### src/rtl/fft_pkg.sv
// Shared types and constants for the decimal FFT front end.
// Sample bundle, bank states and the index bit-reversal helper.
package fft_pkg;

  localparam int N_PTS = 8;
  localparam int IDX_W = 3;

  typedef struct packed {
    logic signed [15:0] whole;
    logic [15:0]        frac;
    logic               flag;
  } dec_sample_t;

  typedef enum logic [1:0] {
    EMPTY   = 2'd0,
    FILLING = 2'd1,
    FULL    = 2'd2
  } bank_state_e;

  function automatic logic [IDX_W-1:0] bitrev3(
    input logic [IDX_W-1:0] i
  );
    return {i[0], i[1], i[2]};
  endfunction

endpackage

### src/rtl/dec_sample_norm.sv
// Sample normaliser: clips the fraction and derives the sign flag.
// Purely combinational; sits on the loader write path.
module dec_sample_norm
  import fft_pkg::*;
#(
  parameter int FRAC_MAX = 99
) (
  input  logic signed [15:0] whole,
  input  logic [15:0]        frac,
  input  logic               flag,
  output dec_sample_t        smp,
  output logic               clip
);

  localparam logic [15:0] FMAX = FRAC_MAX[15:0];

  always_comb begin
    clip      = (frac > FMAX);
    smp.whole = whole;
    smp.frac  = clip ? FMAX : frac;
    // A zero whole part cannot carry a sign, so the marker supplies it.
    smp.flag  = (whole != 16'sd0) ? whole[15] : flag;
  end

endmodule

### src/rtl/fft_sample_loader.sv
// Ping-pong frame loader feeding decimal_fft with 8 parallel lanes.
// Define BIT_REVERSE_EN to store samples in bit-reversed lane order.
module fft_sample_loader
  import fft_pkg::*;
#(
  parameter int FRAC_MAX = 99
) (
  input  logic         clk,
  input  logic         rst,
  input  logic         s_valid,
  output logic         s_ready,
  input  logic [15:0]  s_whole,
  input  logic [15:0]  s_frac,
  input  logic         s_flag,
  input  logic         s_last,
  output logic [127:0] rin_whole,
  output logic [127:0] rin_frac,
  output logic [7:0]   rin_flag,
  output logic         frame_valid,
  input  logic         frame_ready,
  output logic         frame_err,
  output logic         frac_clip,
  output logic [15:0]  frame_cnt
);

  bank_state_e      bank_q [2];
  bank_state_e      bank_d [2];
  dec_sample_t      mem_q  [2][N_PTS];
  dec_sample_t      mem_d  [2][N_PTS];
  dec_sample_t      rin_q  [N_PTS];
  dec_sample_t      rin_d  [N_PTS];
  logic [IDX_W-1:0] wr_idx_q, wr_idx_d, lane;
  logic             wbank_q, wbank_d;
  logic             rbank_q, rbank_d;
  logic             s_ready_q, s_ready_d;
  logic             fv_q, fv_d;
  logic             err_q, err_d;
  logic             clip_q, clip_d;
  logic [15:0]      cnt_q, cnt_d;

  dec_sample_t      nsmp;
  logic             nclip;
  logic             accept, handoff;
  logic             at_end, bad;

  dec_sample_norm #(
    .FRAC_MAX (FRAC_MAX)
  ) u_norm (
    .whole (s_whole),
    .frac  (s_frac),
    .flag  (s_flag),
    .smp   (nsmp),
    .clip  (nclip)
  );

`ifdef BIT_REVERSE_EN
  assign lane = bitrev3(wr_idx_q);
`else
  assign lane = wr_idx_q;
`endif

  assign accept  = s_valid & s_ready_q;
  assign handoff = fv_q & frame_ready;
  assign at_end  = (wr_idx_q == IDX_W'(N_PTS - 1));
  assign bad     = s_last ^ at_end;

  always_comb begin
    bank_d    = bank_q;
    mem_d     = mem_q;
    rin_d     = rin_q;
    wr_idx_d  = wr_idx_q;
    wbank_d   = wbank_q;
    rbank_d   = rbank_q;
    cnt_d     = cnt_q;
    err_d     = 1'b0;
    clip_d    = 1'b0;

    // Handoff and accept always target different banks.
    if (handoff) begin
      bank_d[rbank_q] = EMPTY;
      rbank_d         = ~rbank_q;
      cnt_d           = cnt_q + 16'd1;
    end

    if (accept) begin
      clip_d = nclip;
      if (bad) begin
        bank_d[wbank_q] = EMPTY;
        wr_idx_d        = '0;
        err_d           = 1'b1;
      end else begin
        mem_d[wbank_q][lane] = nsmp;
        if (at_end) begin
          bank_d[wbank_q] = FULL;
          wbank_d         = ~wbank_q;
          wr_idx_d        = '0;
        end else begin
          bank_d[wbank_q] = FILLING;
          wr_idx_d        = wr_idx_q + 3'd1;
        end
      end
    end

    s_ready_d = (bank_d[wbank_d] != FULL);
    fv_d      = (bank_d[rbank_d] == FULL);
    if (fv_d) begin
      for (int k = 0; k < N_PTS; k++) rin_d[k] = mem_d[rbank_d][k];
    end
  end

  always_ff @(posedge clk or posedge rst) begin
    if (rst) begin
      for (int b = 0; b < 2; b++) begin
        bank_q[b] <= EMPTY;
        for (int k = 0; k < N_PTS; k++) mem_q[b][k] <= '0;
      end
      for (int k = 0; k < N_PTS; k++) rin_q[k] <= '0;
      wr_idx_q  <= '0;
      wbank_q   <= 1'b0;
      rbank_q   <= 1'b0;
      s_ready_q <= 1'b0;
      fv_q      <= 1'b0;
      err_q     <= 1'b0;
      clip_q    <= 1'b0;
      cnt_q     <= '0;
    end else begin
      bank_q    <= bank_d;
      mem_q     <= mem_d;
      rin_q     <= rin_d;
      wr_idx_q  <= wr_idx_d;
      wbank_q   <= wbank_d;
      rbank_q   <= rbank_d;
      s_ready_q <= s_ready_d;
      fv_q      <= fv_d;
      err_q     <= err_d;
      clip_q    <= clip_d;
      cnt_q     <= cnt_d;
    end
  end

  always_comb begin
    rin_whole = '0;
    rin_frac  = '0;
    rin_flag  = '0;
    for (int k = 0; k < N_PTS; k++) begin
      rin_whole[16*k +: 16] = rin_q[k].whole;
      rin_frac[16*k +: 16]  = rin_q[k].frac;
      rin_flag[k]           = rin_q[k].flag;
    end
  end

  assign s_ready     = s_ready_q;
  assign frame_valid = fv_q;
  assign frame_err   = err_q;
  assign frac_clip   = clip_q;
  assign frame_cnt   = cnt_q;

endmodule
### config.mk
export PLATFORM = sky130hd
export DESIGN_NAME = fft_sample_loader
export DESIGN_NICKNAME = d
export VERILOG_FILES = /design/src/rtl/fft_pkg.sv /design/src/rtl/dec_sample_norm.sv /design/src/rtl/fft_sample_loader.sv
export SDC_FILE = /design/constraint.sdc
export NUM_CORES = 2
export LEC_CHECK = 0
export ABC_CLOCK_PERIOD_IN_PS = 29600
export BUFFER_PORTS_ARGS = -buffer_cell sky130_fd_sc_hd__buf_2
export CORE_MARGIN = 2
export CORE_UTILIZATION = 55
export CTS_CLUSTER_DIAMETER = 80
export CTS_CLUSTER_SIZE = 28
export DETAILED_ROUTE_END_ITERATION = 8
export GPL_TIMING_DRIVEN = 0
export PLACE_DENSITY = 0.75
export SLEW_MARGIN = 20
export SYNTH_ARGS = -nofsm -noshare
export SYNTH_HDL_FRONTEND = slang
export SYNTH_SLANG_ARGS = --single-unit
### constraint.sdc
create_clock -name clk -period 29.6 [get_ports clk]
set_input_delay 0 -clock clk [delete_from_list [all_inputs] [get_ports clk]]
set_output_delay 0 -clock clk [all_outputs]
set_load 0.01 [all_outputs]
==> results.toml <==
[outcome]
status = "finished, final reports clean"

[clock_tree]
clockBufferDepth = 3
cts_buffers = 38
holdBufCountCts = 31
path_clk_slew_ns = 0.11
htreeDepth = 2
clk_latency_ns = 0.61
cts_tree = "built"
post-cts-setup-buffers = 0
cts_resized = 0
cts_root_buf = "clkbuf_16"
cts_sinks = 821

[sta]
fin_skew_ns = 0.0275
fin_worst_hold_slack_ns = 0.0965
rsz0062_at_grt = "no"
max_freq_mhz = 292
setup_violations = 0
worst_slack_ns = 26.18
hold_viol_final = 0
fin_crit_ns = 3.42
fin_tns_setup_ns = 0
fin_crit_sh = 0.116
tightest_slew_ns = 1.17
max-slew-margin-rel = 0.214
slew_viol_final = 0

[critical_path]
arrival_ns = 3.88
cp-start-kind = "flop"
r2r_slack_ns = 26.18
end_kind = "flop"
cp.required_ns = 30.06
ff2ff_path_depth = 12
slowest_delay_ns = 0.49
worstPathMaxFanout = 10
cp_slowest_cell = "dfrtp_1"
critPathKind = "flop to flop"
r2r_end = "rin_whole[52]$_DFFE_PP0P_"
cp_cell_sequence = "ha_1 > ha_1 > buf_6 > nand4_1 > o32ai_4 > and2_1 > buf_4 > nor2_8 > inv_2 > buf_2 > buf_2 > a21oi_1"
r2r-start = "lane[1]$_DFFE_PP0P_"

[detailed_routing]
routed_wl_um = 94600
dr.pass1.iters = 5
first_iter_violations = 2356
drt-wirelength-per-cell_um = 24.4
ant_nets = 0
via_per_inst = 5.97
route.detailed.drc = 0
num_vias = 23100

[synth]
syn_area_mm2 = 0.0332
synth_edf_count = 0
yosys_warnings = 0
syn_avg_cell_area_um2 = 12.4
yosys_most_used_dff = "dfrtp_1"
synthTopCellsByArea = "dfrtp_1 62%, mux2_2 7.5%, mux2i_1 5.0%"
ys_seq_elements = 821
synthCells = 2676
synth_top_area_cell = "dfrtp_1"
syn_nets = 2717
synth.distinct_cells = 55
ys_seq_area_frac = 0.619
ys_async_sr_fraction = 1.00
yosys.area.top_type_share = 0.619

[power_and_ir_drop]
p_leak_nw = 18.7
ir_worst_vdd_mv = 0.0424
powerDensity_mw_per_mm2 = 63.6
p_total_mw = 2.38

[hold_path]
hold_class = "primary input to flop"
holdCritStartpoint = "s_frac[10]"
hold_end = "mem_q[397]$_DFF_PP0_"
holdPathStages = 5

[floorplan]
dieHeight_um = 250
core_area_mm2 = 0.0600
start_util = 0.553
die_area_mm2 = 0.0623
ios = 322
rows = 90
die_w_um = 250

[cells_and_area]
final_common_cell = "dfrtp_1"
syn_to_final_growth_pct = 12.8
final_area_mm2 = 0.0374
final_util = 0.623
mostFrequentLayoutCells = "821 x dfrtp_1, 390 x buf_2, 221 x mux2_2"
instances_no_fill = 3871
nets = 3116
fillerInstances = 4655
diodes = 0
drive_gt1_frac = 0.256

[placement]
dpl_cell_area_mm2 = 0.0360
globalplace.congestion = 0.902
dp_hpwl_um = 67300
place_ws_ns = 26.27
placedCellCount = 3786
io_buffers = 320

[global_route]
grt_usage = 0.303
grt_overflow = 0
grt_pass1_wl_um = 144000
first_global_vias = 23400
antenna_found_initial = 0
grt_start_max_net_pins = 118

[job]
maxCapViolations = 0
==> logic make-up (layout without fill, tap and decap cells) <==
family                   after synthesis  count (layout)  synth area share
AO/OA/AOI/OAI                        421             421            0.0808
XOR/XNOR                              19              19           0.00581
adder cells (fa/ha/maj)                3               3           0.00113
buffers and inverters                250             663            0.0355
flip-flops                           821             821             0.619
multiplexers                         443             443             0.149
AND/OR/NAND/NOR                      719             719             0.109
==> Yosys cell counts, types with 2 or more instances <==
library cell / count
ha_1: 3
clkbuf_1: 121
o41ai_1: 3
and3_1: 9
inv_1: 17
buf_4: 10
o21a_1: 3
nand2_1: 149
or3_1: 17
nor3_1: 138
dfrtp_1: 821
xor2_1: 7
o22ai_1: 5
a21oi_1: 144
buf_1: 15
nor4_1: 15
nor2_1: 125
or4_1: 14
buf_6: 15
mux2_1: 17
nand3_1: 84
mux2_4: 39
nor3b_1: 2
o31ai_1: 48
o21ai_0: 111
o221a_2: 38
buf_2: 70
nand4_1: 8
inv_2: 2
o221a_1: 2
or4_4: 2
mux2_2: 221
and2_1: 146
xnor2_1: 10
mux2i_1: 166
nand4b_1: 4
a31o_2: 5
o211ai_1: 24
o21ai_1: 18
a32oi_1: 13
==> layer usage <==
metal  wire, µm  global-route usage  share of wire  up-vias
li1           -                   -              -    10200
met1      38700               0.409           0.41    11900
met2      44900               0.492           0.47      882
met3       6580              0.0529          0.070      204
met4       4400               0.124          0.047        0
met5          0                   0              0        -
==> flip-flops by register name, indices dropped and copies added (netlist names) <==
register / cells
bank_q: 4
rbank_q: 1
mem_q: 528
frame_cnt: 16
frame_err: 1
frame_valid: 1
lane: 3
s_ready: 1
rin_whole: 128
wbank_q: 1
rin_flag: 8
rin_frac: 128
frac_clip: 1
==> cell type report <==
type,instances,area (µm²),share of cell area
buffer,231,1100,0.0295
clock inverter,12,129,0.00344
tap,782,978,0.0261
inverter,19,78.8,0.00211
clock buffer,42,1010,0.0269
multi-input combinational,1605,11400,0.306
timing repair buffer,359,2130,0.0570
sequential,821,20500,0.549
==> worst max-delay path, delay by kind of cell (launching register included) <==
family	cells	cell delay, ns
adder cells (fa/ha/maj)	2	0.36
AND/OR/NAND/NOR	3	0.54
AO/OA/AOI/OAI	2	0.50
flip-flops	1	0.49
buffers and inverters	5	1.39
==> how the worst max path moves through the flow <==
stage / startpoint / endpoint / cells past startpoint
3_3_place_gp: rst / mem_q[371]$_DFF_PP0_ / 2
2_1_floorplan: rst / bank_q[0]$_DFF_PP0_ / 1
5_1_grt: lane[1]$_DFFE_PP0P_ / rin_whole[11]$_DFFE_PP0P_ / 12
6_report: lane[1]$_DFFE_PP0P_ / rin_whole[52]$_DFFE_PP0P_ / 12
3_5_place_dp: lane[1]$_DFFE_PP0P_ / rin_whole[52]$_DFFE_PP0P_ / 12
4_1_cts: lane[1]$_DFFE_PP0P_ / rin_whole[52]$_DFFE_PP0P_ / 12
==> report_power, final <==
part           switching [mW]  internal [mW]
clock                   0.365          0.255
combinational           0.250          0.190
sequential             0.0688           1.25
Note: power is estimated with default switching activity, not from simulation.
